`src/rtl/confirm_input_ctrl_pkg.sv`:
```
// Shared types and constants for the confirm-button input conditioner.
package confirm_input_ctrl_pkg;

   localparam int ISA_WIDTH      = 32;
   localparam int CONF_CNT_WIDTH = 24;

   typedef enum logic [1:0] {
      CONF_IDLE     = 2'd0,
      CONF_PRESS_DB = 2'd1,
      CONF_HELD     = 2'd2,
      CONF_REL_DB   = 2'd3
   } conf_state_e;

   function automatic logic [CONF_CNT_WIDTH-1:0] cnt_last(input int cycles);
      return CONF_CNT_WIDTH'(cycles - 1);
   endfunction

endpackage

```
`src/rtl/confirm_input_ctrl_if.sv`:
```
// Bundle between the board I/O and the confirm conditioner.
interface confirm_input_ctrl_if #(
   parameter int SW_WIDTH = 16
);
   import confirm_input_ctrl_pkg::*;

   logic                 button_raw;
   logic [SW_WIDTH-1:0]  switch_raw;
   logic                 io_read;
   logic                 confirm_button;
   logic [ISA_WIDTH-1:0] io_rdata;
   logic                 pending;
   logic [7:0]           press_count;

   modport master (
      output button_raw,
      output switch_raw,
      output io_read,
      input  confirm_button,
      input  io_rdata,
      input  pending,
      input  press_count
   );

   modport slave (
      input  button_raw,
      input  switch_raw,
      input  io_read,
      output confirm_button,
      output io_rdata,
      output pending,
      output press_count
   );

endinterface

```
`src/rtl/confirm_input_ctrl_sync_2ff.sv`:
```
// Two-flop synchroniser with a configurable reset value.
module sync_2ff #(
   parameter int               WIDTH   = 1,
   parameter logic [WIDTH-1:0] RST_VAL = '0
) (
   input  logic             clock,
   input  logic             reset_n,
   input  logic [WIDTH-1:0] d_i,
   output logic [WIDTH-1:0] q_o
);

   logic [WIDTH-1:0] meta_q;
   logic [WIDTH-1:0] sync_q;

   always_ff @(posedge clock or negedge reset_n) begin
      if (!reset_n) begin
         meta_q <= RST_VAL;
         sync_q <= RST_VAL;
      end else begin
         meta_q <= d_i;
         sync_q <= meta_q;
      end
   end

   assign q_o = sync_q;

endmodule

```
`src/rtl/confirm_input_ctrl.sv`:
```
// Debounced confirm button with switch snapshot for the IORead stall.
module confirm_input_ctrl
   import confirm_input_ctrl_pkg::*;
#(
   parameter int SW_WIDTH        = 16,
   parameter int DEBOUNCE_CYCLES = 1_000_000
) (
   input  logic                 clock,
   input  logic                 reset_n,
   confirm_input_ctrl_if.slave  bus
);

   localparam logic [CONF_CNT_WIDTH-1:0] CntLast = cnt_last(DEBOUNCE_CYCLES);

   logic                 btn_s;
   logic [SW_WIDTH-1:0]  sw_s;
   conf_state_e          state_q;
   logic [CONF_CNT_WIDTH-1:0] cnt_q;
   logic                 confirm_q;
   logic [ISA_WIDTH-1:0] rdata_q;
   logic [7:0]           count_q;

   // Button syncs as pressed so a button held through reset is ignored.
   sync_2ff #(
      .WIDTH   (1),
      .RST_VAL (1'b1)
   ) u_sync_btn (
      .clock   (clock),
      .reset_n (reset_n),
      .d_i     (bus.button_raw),
      .q_o     (btn_s)
   );

   sync_2ff #(
      .WIDTH   (SW_WIDTH),
      .RST_VAL ('0)
   ) u_sync_sw (
      .clock   (clock),
      .reset_n (reset_n),
      .d_i     (bus.switch_raw),
      .q_o     (sw_s)
   );

   always_ff @(posedge clock or negedge reset_n) begin
      if (!reset_n) begin
         state_q   <= CONF_REL_DB;
         cnt_q     <= '0;
         confirm_q <= 1'b0;
         rdata_q   <= '0;
         count_q   <= '0;
      end else begin
         unique case (state_q)
            CONF_IDLE: begin
               if (btn_s) begin
                  state_q <= CONF_PRESS_DB;
                  cnt_q   <= '0;
               end
            end
            CONF_PRESS_DB: begin
               if (!btn_s) begin
                  state_q <= CONF_IDLE;
                  cnt_q   <= '0;
               end else if (cnt_q == CntLast) begin
                  state_q   <= CONF_HELD;
                  cnt_q     <= '0;
                  confirm_q <= 1'b1;
                  rdata_q   <= ISA_WIDTH'(sw_s);
                  count_q   <= count_q + 8'd1;
               end else begin
                  cnt_q <= cnt_q + 1'b1;
               end
            end
            CONF_HELD: begin
               if (!btn_s) begin
                  state_q <= CONF_REL_DB;
                  cnt_q   <= '0;
               end
            end
            CONF_REL_DB: begin
               // Returning to HELD is a bounce: no recapture, no count.
               if (btn_s) begin
                  state_q <= CONF_HELD;
                  cnt_q   <= '0;
               end else if (cnt_q == CntLast) begin
                  state_q   <= CONF_IDLE;
                  cnt_q     <= '0;
                  confirm_q <= 1'b0;
               end else begin
                  cnt_q <= cnt_q + 1'b1;
               end
            end
            default: begin
               state_q <= CONF_REL_DB;
               cnt_q   <= '0;
            end
         endcase
      end
   end

   assign bus.confirm_button = confirm_q;
   assign bus.io_rdata       = rdata_q;
   assign bus.press_count    = count_q;
   assign bus.pending        = bus.io_read & ~confirm_q;

endmodule
```
`src/flat_wrapper.sv`:
```
// flat-port wrapper written by rule: the top's interface ports become plain ports
module confirm_input_ctrl_flat import confirm_input_ctrl_pkg::*;
#(
   parameter int SW_WIDTH        = 16,
   parameter int DEBOUNCE_CYCLES = 1_000_000
)
  (clock, reset_n, bus_button_raw, bus_switch_raw, bus_io_read, bus_confirm_button, bus_io_rdata, bus_pending, bus_press_count);
  confirm_input_ctrl_if #(.SW_WIDTH(SW_WIDTH)) bus_i ();
  input  logic clock;
  input  logic reset_n;
  input wire logic [$bits(bus_i.button_raw)-1:0] bus_button_raw;
  input wire logic [$bits(bus_i.switch_raw)-1:0] bus_switch_raw;
  input wire logic [$bits(bus_i.io_read)-1:0] bus_io_read;
  output wire logic [$bits(bus_i.confirm_button)-1:0] bus_confirm_button;
  output wire logic [$bits(bus_i.io_rdata)-1:0] bus_io_rdata;
  output wire logic [$bits(bus_i.pending)-1:0] bus_pending;
  output wire logic [$bits(bus_i.press_count)-1:0] bus_press_count;
  assign bus_i.button_raw = bus_button_raw;
  assign bus_i.switch_raw = bus_switch_raw;
  assign bus_i.io_read = bus_io_read;
  assign bus_confirm_button = bus_i.confirm_button;
  assign bus_io_rdata = bus_i.io_rdata;
  assign bus_pending = bus_i.pending;
  assign bus_press_count = bus_i.press_count;
  confirm_input_ctrl #(.SW_WIDTH(SW_WIDTH), .DEBOUNCE_CYCLES(DEBOUNCE_CYCLES)) u_core (.clock(clock), .reset_n(reset_n), .bus(bus_i));
endmodule
```
`config.mk`:
```
export PLATFORM = sky130hd
export DESIGN_NAME = confirm_input_ctrl_flat
export DESIGN_NICKNAME = d
export VERILOG_FILES = /design/src/rtl/confirm_input_ctrl_pkg.sv /design/src/rtl/confirm_input_ctrl_if.sv /design/src/rtl/confirm_input_ctrl_sync_2ff.sv /design/src/rtl/confirm_input_ctrl.sv /design/src/flat_wrapper.sv
export SDC_FILE = /design/constraint.sdc
export NUM_CORES = 1
export LEC_CHECK = 0
export BUFFER_PORTS_ARGS = -buffer_cell sky130_fd_sc_hd__clkbuf_2
export CORE_AREA = 2 2 85 87
export DETAILED_ROUTE_END_ITERATION = 8
export DIE_AREA = 0 0 87 89
export PLACE_DENSITY = 0.73
export SLEW_MARGIN = 0
export SYNTH_ARGS = -nofsm -noshare
export SYNTH_HDL_FRONTEND = slang
export SYNTH_HIERARCHICAL = 1
export SYNTH_SLANG_ARGS = --single-unit
```
`constraint.sdc`:
```
create_clock -name clock -period 2.5 [get_ports clock]
set_input_delay 0.25 -clock clock [delete_from_list [all_inputs] [get_ports clock]]
set_output_delay 0.25 -clock clock [all_outputs]
set_load 0.005 [all_outputs]
```
==> flow_summary_export.csv, run 1 <==
group,metric,value,unit
grt,grt_pass1_vias,2226,
clock_tree,cts_tree,"done",
setup_path,slowest_delay,560,ps
routing,drc,0,
clock_tree,htreeDepth,3,
setup_path,crit_type,"reg -> reg",
synthesis,synth_mux_area_frac,0.0588,
routing,routedWlPerCell,15.2,microns
floorplan,initial_core_util,0.513,
routing,antenna_left,0,
layout,final_common_cell,"dfrtp_1",
layout,area_growth,19.0,%
pwr,powerDensity,658,nW/um^2
layout,fillers,502,
grt,grt_max_degree,45,
synthesis,synth_xor_area_frac,0.0356,
clock_tree,post_cts_resized,0,
routing,drt-total-wl,6580,microns
routing,drtPass1Iterations,4,
synthesis,syn_area,3440,sq um
sta,max_clock_freq,467,MHz
sta,hold_viol,0,
setup_path,worst_path_dominant_cell_family,"simple AND/OR/NAND/NOR gates",
clock_tree,clockBufferDepth,2,
pwr,p_leak,0.00200,uW
routing,routed_via_density,5.39,
sta,slew_viol_final,0,
synthesis,synth_cell_types,36,
layout,n_antenna_cell,0,
sta,rsz0062_at_grt,"false",
placement,place_congestion,0.823,
synthesis,yosysWarnings,6,
floorplan,die_h,89,microns
setup_path,path_buf_inv,1,
outcome,status,"finished clean",
floorplan,core_area,6720,sq um
grt,gr-total-overflow,0,
sta,skew,8.38,ps
setup_path,rr_worst_depth,5,
clock_tree,clock_latency,340,ps
floorplan,rows,30,
floorplan,dieArea,7740,sq um
grt,grtUsageTotal,0.183,
routing,dr.first_iter.drc_count,83,
hold_path,hold_class,"reg -> reg",
pwr,ir_worst_vdd,0.000438,V
layout,layout_common_cells,"dfrtp_1 (81), clkbuf_2 (44), nand2_1 (19)",
clock_tree,numClockSinks,85,
sta,fin_crit_sh,0.857,
setup_path,reg2reg_slack,360,ps
run,max_cap_viol_count,0,
synthesis,synth_top_area_frac,0.588,
setup_path,crit_arrival,2370,ps
routing,vias,2338,
layout,drive_gt1_frac,0.260,
layout,postLayoutCoreUtil,0.610,
layout,layout.nets,372,
grt,grt_pass1_wl,10900,microns
setup_path,endpoint_kind,"flip-flop",
grt,antenna_found_initial,0,
floorplan,io_pins,62,
placement,post_dp_cell_area,3730,sq um
clock_tree,numCtsBuffers,9,
setup_path,worstPathRequired,2730,ps
sta,setup_viol,0,
synthesis,synthCells,280,
synthesis,avgSynthCellArea,12.3,sq um
setup_path,crit_cells,5,
synthesis,synth_top_family_by_area,"simple AND/OR/NAND/NOR gates",
placement,io_buffers,45,
clock_tree,cts.clk_slew.worst_paths,80,ps
sta,slew_headroom,0.628,
synthesis,synth-simple-area-share,0.135,
synthesis,yosys.area.top_type,"dfrtp_1",
setup_path,crit_path_top_delay_cell,"or4_4",
sta,worstMarginPinSlew,558,ps
sta,fin_crit,2140,ps
setup_path,start_kind,"flip-flop",
synthesis,synth_seq_cells,85,
synthesis,seq_area_frac_synth,0.619,
clock_tree,cts_setup_buffers,0,
synthesis,synthAdderAreaFrac,0.00726,
setup_path,cp_max_fo,22,
floorplan,die_w,87,microns
setup_path,path_cells,"or4_4, nor4_4, and4_1, buf_12, mux2_2",
hold_path,hold_depth,0,
clock_tree,cts_root_buf,"clkbuf_8",
layout,fin_area,4100,sq um
synthesis,ys_top_cells_by_area,"dfrtp_1 (59%), mux2_2 (5.9%), buf_4 (3.7%), dfstp_2 (3.1%), a31oi_1 (2.5%)",
sta,tns,0,ps
placement,dp.final_hpwl,4140,microns
synthesis,synth_compound_area_frac,0.0883,
[report_power, final]
part / switching [uW] / internal (uW) / total, uW
logic: 185 / 101 / 286
registers: 43.5 / 1440 / 1480
clock network: 471 / 462 / 934
[per-layer routing]
layer | track usage | vias up | part of all wire
li1 | - | 1103 | -
met5 | 0 | - | 0
met1 | 0.245 | 1166 | 0.46
met4 | 0.0497 | 0 | 0.0085
met3 | 0.0508 | 6 | 0.040
met2 | 0.298 | 63 | 0.49
[metrics by stage]
step	cells	hold slack (ps)	setup WS, ps	total power (uW)
finish	434	352	358	2700
global route	434	363	264	2820
CTS	433	1.64	358	2730
detailed placement	401	274	360	1760
global placement	401	274	414	1750
floorplan	295	-45.6	457	1670
[sequential cells by signal, summed over array words and instances (netlist names), named ones only]
name and cells:
u_core/u_sync_sw/q_o 16, u_core/u_sync_btn/meta_q 1, u_core/bus.confirm_button 1, u_core/u_sync_btn/q_o 1
u_core/cnt_q 24, u_core/bus.io_rdata 16, u_core/bus.press_count 8, u_core/u_sync_sw/meta_q 16
u_core/state_q 1
[worst paths after layout]
kind,endpoint,start
setup / recovery,u_core/bus.io_rdata[13]$_DFFE_PN0P_,u_core/cnt_q[10]$_DFFE_PN0P_
hold / removal,u_core/u_sync_sw/q_o[13]$_DFF_PN0_,u_core/u_sync_sw/meta_q[13]$_DFF_PN0_
setup reg to reg,u_core/bus.io_rdata[13]$_DFFE_PN0P_,u_core/cnt_q[10]$_DFFE_PN0P_
hold reg to reg,u_core/u_sync_sw/q_o[13]$_DFF_PN0_,u_core/u_sync_sw/meta_q[13]$_DFF_PN0_
max in group asynchronous,asynchronous set/reset pin,reset_n
min in group asynchronous,u_core/bus.io_rdata[0]$_DFFE_PN0P_,reset_n
[worst reg2reg max path: cells and delay by family, from the launching register on]
family,cells,cell delay (ps)
mux,1,360
simple gates,3,1070
buf+inv,1,180
flops,1,420
[synthesized netlist by cell type]
cell type and count:
mux2_2 18, xor2_1 9, a31oi_1 14, nand3_1 13, clkbuf_1 3, nor3_1 3, nor4b_1 1, o211ai_1 1
or3_1 3, and3_1 9, ha_1 2, and2_1 1, nand4_1 8, nor2_1 8, a21o_1 9, buf_1 1
or4_4 1, o21ai_0 12, nand2_1 19, inv_1 2, buf_6 2, a21oi_1 11, nand2b_1 5, a41oi_1 1
and4_1 5, conb_1 1, xnor2_1 5, nor4_4 1, nor4_2 1, dfrtp_1 81, nor2b_1 2, nor4_1 2
buf_2 3, buf_4 17, dfstp_2 4, a22o_1 2
[final cells by class]
class                           instances  area, sq um  area share
Tap cell                               80          100      0.0244
Timing Repair Buffer                   70          485       0.118
Inverter                                2         7.51     0.00183
Clock inverter                          6         70.1      0.0171
Clock buffer                            9          124      0.0302
Sequential cell                        85         2130       0.520
Multi-Input combinational cell        182         1180       0.288
[logic make-up (layout without fill, tap and decap cells)]
group | after synthesis | in the layout
DFF | 85 | 85
and+or+nand+nor | 82 | 82
AOI/OAI and AO/OA | 50 | 50
buffers and inverters | 28 | 87
muxes | 18 | 18
xor gates and xnor gates | 14 | 14
adders and majority gates | 2 | 2
other | 1 | 16
[timing repair]
action	4_1_cts	5_1_grt
hold endpoints to repair	57	1
hold buffers	17	1
endpoints found under the setup margin	0	0
(Power assumes the default switching activity.)
==> run 2, diff against run 1 <==
Settings changed: RECOVER_POWER set to 25.
==> flow_summary_export.csv, run 2 (same netlist as run 1, synthesis figures left out) <==
group,metric,value,unit
outcome,status,"finished clean",
hold_path,min-delay-start,"u_core/u_sync_sw/meta_q[13]$_DFF_PN0_",
grt,antenna_found_initial,0,
setup_path,crit_arrival,2370,ps
clock_tree,cts.clk_slew.worst_paths,80,ps
clock_tree,cts_root_buf,"clkbuf_8",
layout,n_antenna_cell,0,
layout,drive_gt1_frac,0.260,
grt,grt_pass1_vias,2226,
placement,dp.final_hpwl,4140,microns
clock_tree,post_cts_resized,0,
setup_path,endpoint_kind,"flip-flop",
setup_path,crit_start,"u_core/cnt_q[10]$_DFFE_PN0P_",
placement,place_congestion,0.823,
sta,slew_headroom,0.277,
pwr,powerDensity,659,nW/um^2
sta,skew,8.38,ps
sta,slew_viol_final,0,
setup_path,worstPathRequired,2730,ps
floorplan,die_h,89,microns
pwr,p_leak,0.00200,uW
clock_tree,numCtsBuffers,9,
grt,grtUsageTotal,0.183,
hold_path,hold_class,"reg -> reg",
layout,layout.cells.non_filler,434,
layout,area_growth,19.0,%
clock_tree,cts_setup_buffers,0,
sta,rsz0062_at_grt,"false",
floorplan,dieArea,7740,sq um
sta,fin_crit_sh,0.857,
layout,final_common_cell,"dfrtp_1",
routing,drtPass1Iterations,4,
floorplan,rows,30,
floorplan,io_pins,62,
layout,layout.nets,372,
clock_tree,clockBufferDepth,2,
routing,drt-total-wl,6580,microns
layout,postLayoutCoreUtil,0.610,
floorplan,initial_core_util,0.513,
sta,setup_viol,0,
grt,gr-total-overflow,0,
layout,largest-register,"u_core/cnt_q",
setup_path,worstReg2RegStart,"u_core/cnt_q[10]$_DFFE_PN0P_",
setup_path,r2r-end,"u_core/bus.io_rdata[13]$_DFFE_PN0P_",
setup_path,cp_max_fo,22,
routing,antenna_left,0,
clock_tree,clock_latency,340,ps
layout,largest_reg_flops,24,
placement,io_buffers,45,
sta,fin_crit,2140,ps
setup_path,crit_type,"reg -> reg",
routing,drc,0,
floorplan,core_area,6720,sq um
floorplan,die_w,87,microns
sta,hold_viol,0,
run,max_cap_viol_count,0,
pwr,ir_worst_vdd,0.000438,V
routing,vias,2338,
setup_path,reg2reg_slack,360,ps
layout,layout_common_cells,"dfrtp_1 (81), clkbuf_2 (45), nand2_1 (19)",
setup_path,start_kind,"flip-flop",
grt,grt_max_degree,45,
sta,worstMarginPinSlew,1080,ps
placement,post-place-cells,401,
routing,routed_via_density,5.39,
setup_path,rr_worst_depth,5,
routing,routedWlPerCell,15.2,microns
clock_tree,numClockSinks,85,
setup_path,crit_end,"u_core/bus.io_rdata[13]$_DFFE_PN0P_",
grt,grt_pass1_wl,10900,microns
clock_tree,hold_buffers,17,
clock_tree,cts_tree,"done",
sta,max_clock_freq,467,MHz
sta,tns,0,ps
routing,dr.first_iter.drc_count,85,
clock_tree,htreeDepth,3,
[run 2: cell types whose count changed in the layout (fill, tap and decap cells not counted)]
cell,previous run,this run
buf_4,6,5
clkbuf_2,44,45
[run 2: per-layer routing]
layer	track usage	vias to the layer above	wire length (microns)
met4	0.0497	0	56
met1	0.245	1166	3040
li1	-	1103	-
met5	0	-	0
met2	0.298	63	3230
met3	0.0508	6	261
[run 2: final cells by class]
type / instances / area (sq um)
clock buffers: 9 / 124
clock inverters: 6 / 70.1
fillers: 503 / 2620
inverters: 2 / 7.51
multi-input cells: 182 / 1180
flip-flops and latches: 85 / 2130
well taps: 80 / 100
repair buffers: 70 / 483
[run 2: worst min path at each step]
stage                                       endpoint  slack, ps  cells past startpoint
2_1_floorplan  u_core/bus.confirm_button$_DFFE_PN0P_        -50                      0
3_3_place_gp    u_core/u_sync_sw/meta_q[8]$_DFF_PN0_        270                      1
3_5_place_dp    u_core/u_sync_sw/meta_q[9]$_DFF_PN0_        270                      1
4_1_cts         u_core/u_sync_sw/meta_q[8]$_DFF_PN0_          2                      1
5_1_grt           u_core/u_sync_sw/q_o[11]$_DFF_PN0_        360                      0
6_report          u_core/u_sync_sw/q_o[13]$_DFF_PN0_        350                      0
[run 2: where the power goes]
part / internal (uW) / switching, uW / total [uW]
sequential: 1440 / 43.5 / 1480
clock: 462 / 471 / 934
combinational: 100 / 185 / 286
[run 2: worst max-delay path, stage by stage, from the launching register on]
cell and delay (ps):
dfrtp_1 420, or4_4 560, nor4_4 220, and4_1 290, buf_12 180, mux2_2 360
[run 2: metrics by stage]
stage	hold WS (ps)	area, sq um	power [uW]	setup WS (ps)
floorplan	-45.6	3500	1670	457
global route	363	4100	2820	264
detailed placement	274	3730	1760	360
global placement	274	3730	1750	414
finish	352	4100	2700	358
CTS	1.64	4090	2730	358
==> run 3, diff against run 2 <==
Settings changed: REMOVE_ABC_BUFFERS set to 1.
==> flow_summary_export.csv, run 3 (same netlist as run 1, synthesis figures left out) <==
group,metric,value,unit
grt,antenna_found_initial,0,
floorplan,io_pins,62,
sta,fin_crit_sh,0.863,
setup_path,cp_max_fo,18,
layout,final_common_cell,"dfrtp_1",
sta,fin_crit,2160,ps
clock_tree,numClockSinks,85,
sta,setup_viol,0,
grt,gr-total-overflow,0,
clock_tree,clockBufferDepth,2,
pwr,ir_worst_vdd,0.000495,V
routing,routedWlPerCell,14.1,microns
clock_tree,cts_setup_buffers,0,
routing,dr.first_iter.drc_count,178,
setup_path,worstPathRequired,2750,ps
placement,dp.final_hpwl,4000,microns
routing,drt-total-wl,6120,microns
sta,skew,12.2,ps
clock_tree,clock_latency,360,ps
clock_tree,cts.clk_slew.worst_paths,80,ps
layout,layout_common_cells,"dfrtp_1 (81), clkbuf_2 (44), nand2_1 (19)",
layout,largest_reg_flops,24,
setup_path,crit_path_top_delay_cell,"or4_4",
run,max_cap_viol_count,0,
grt,grtUsageTotal,0.178,
routing,vias,2315,
setup_path,worst_path_dominant_cell_family,"simple AND/OR/NAND/NOR gates",
floorplan,dieArea,7740,sq um
setup_path,crit_type,"reg -> reg",
sta,rsz0062_at_grt,"false",
floorplan,rows,30,
setup_path,crit_top_cell,"a21o_1",
sta,timing.hold.ws,353,ps
pwr,p_leak,0.00200,uW
sta,worstMarginPinSlew,1070,ps
layout,area_growth,18.8,%
routing,drc,0,
grt,grt_pass1_wl,10500,microns
layout,layout.nets,372,
grt,grt_pass1_vias,2209,
sta,slew_viol_final,0,
sta,max_clock_freq,463,MHz
clock_tree,cts_root_buf,"clkbuf_8",
setup_path,endpoint_kind,"flip-flop",
floorplan,die_w,87,microns
layout,largest-register,"u_core/cnt_q",
sta,slew_headroom,0.284,
routing,antenna_left,0,
placement,io_buffers,45,
pwr,powerDensity,659,nW/um^2
clock_tree,htreeDepth,3,
setup_path,path_cells,"or4_4, nor4_4, a21oi_1, buf_4, a21o_1, a21o_1",
floorplan,initial_core_util,0.513,
clock_tree,numCtsBuffers,9,
outcome,status,"finished clean",
layout,n_antenna_cell,0,
setup_path,path_buf_inv,1,
setup_path,start_kind,"flip-flop",
clock_tree,cts_tree,"done",
sta,hold_viol,0,
setup_path,slowest_delay,560,ps
routing,routed_via_density,5.32,
hold_path,hold_class,"reg -> reg",
floorplan,die_h,89,microns
sta,tns,0,ps
routing,drtPass1Iterations,4,
floorplan,core_area,6720,sq um
layout,drive_gt1_frac,0.259,
placement,place_congestion,0.770,
grt,grt_max_degree,86,
setup_path,crit_arrival,2400,ps
## run 3: timing repair
action / CTS / global route
resized for setup: 0 / 0
hold endpoints to repair: 98 / 0
hold buffers: 18 / 0
## run 3: report_power, final
group	switching [uW]	internal, uW
registers	42.4	1440
clock network	480	470
logic	172	98.3
total	694	2000
## run 3: layout make-up
class                      instances  area [sq um]
clock buffer                      10           128
clock inverter                     6          71.3
fill                             526          2630
inverter                           2          7.51
multi-input combinational        182          1180
sequential                        85          2130
tap                               80           100
timing repair buffer              70           473
## run 3: path summary, 6_finish.rpt
kind	slack (ps)	startpoint	cells after the start	to
min in group asynchronous	770	reset_n	3	u_core/u_sync_sw/meta_q[9]$_DFF_PN0_
max in group asynchronous	1060	reset_n	3	u_core/bus.press_count[7]$_DFFE_PN0P_
hold reg to reg	350	u_core/u_sync_sw/meta_q[3]$_DFF_PN0_	0	u_core/u_sync_sw/q_o[3]$_DFF_PN0_
setup / recovery	340	u_core/cnt_q[10]$_DFFE_PN0P_	6	u_core/cnt_q[15]$_DFFE_PN0P_
hold / removal	350	u_core/u_sync_sw/meta_q[3]$_DFF_PN0_	0	u_core/u_sync_sw/q_o[3]$_DFF_PN0_
setup reg to reg	340	u_core/cnt_q[10]$_DFFE_PN0P_	6	u_core/cnt_q[15]$_DFFE_PN0P_
## run 3: layer usage
layer | wire length (microns) | vias to the layer above | GRT usage
met5 | 0 | - | 0
met4 | 92 | 0 | 0.0881
li1 | - | 1116 | -
met3 | 318 | 9 | 0.0406
met1 | 2620 | 1126 | 0.223
met2 | 3090 | 64 | 0.292
## run 3: per-stage QoR
| step | cell area [sq um] | cells | setup WS (ps) | power [uW] | utilization |
|---|---|---|---|---|---|
| global route | 4090 | 435 | 257 | 2830 | 0.609 |
| CTS | 4110 | 435 | 345 | 2740 | 0.611 |
| finish | 4090 | 435 | 342 | 2700 | 0.609 |
| detailed placement | 3730 | 401 | 356 | 1750 | 0.555 |
| floorplan | 3320 | 269 | 176 | 1640 | - |
| global placement | 3730 | 401 | 412 | 1750 | 0.555 |
## run 3: worst register-to-register path, cell delays in order, from the launching register on
cell,delay [ps]
dfrtp_1,430
or4_4,560
nor4_4,220
a21oi_1,250
buf_4,270
a21o_1,170
a21o_1,170
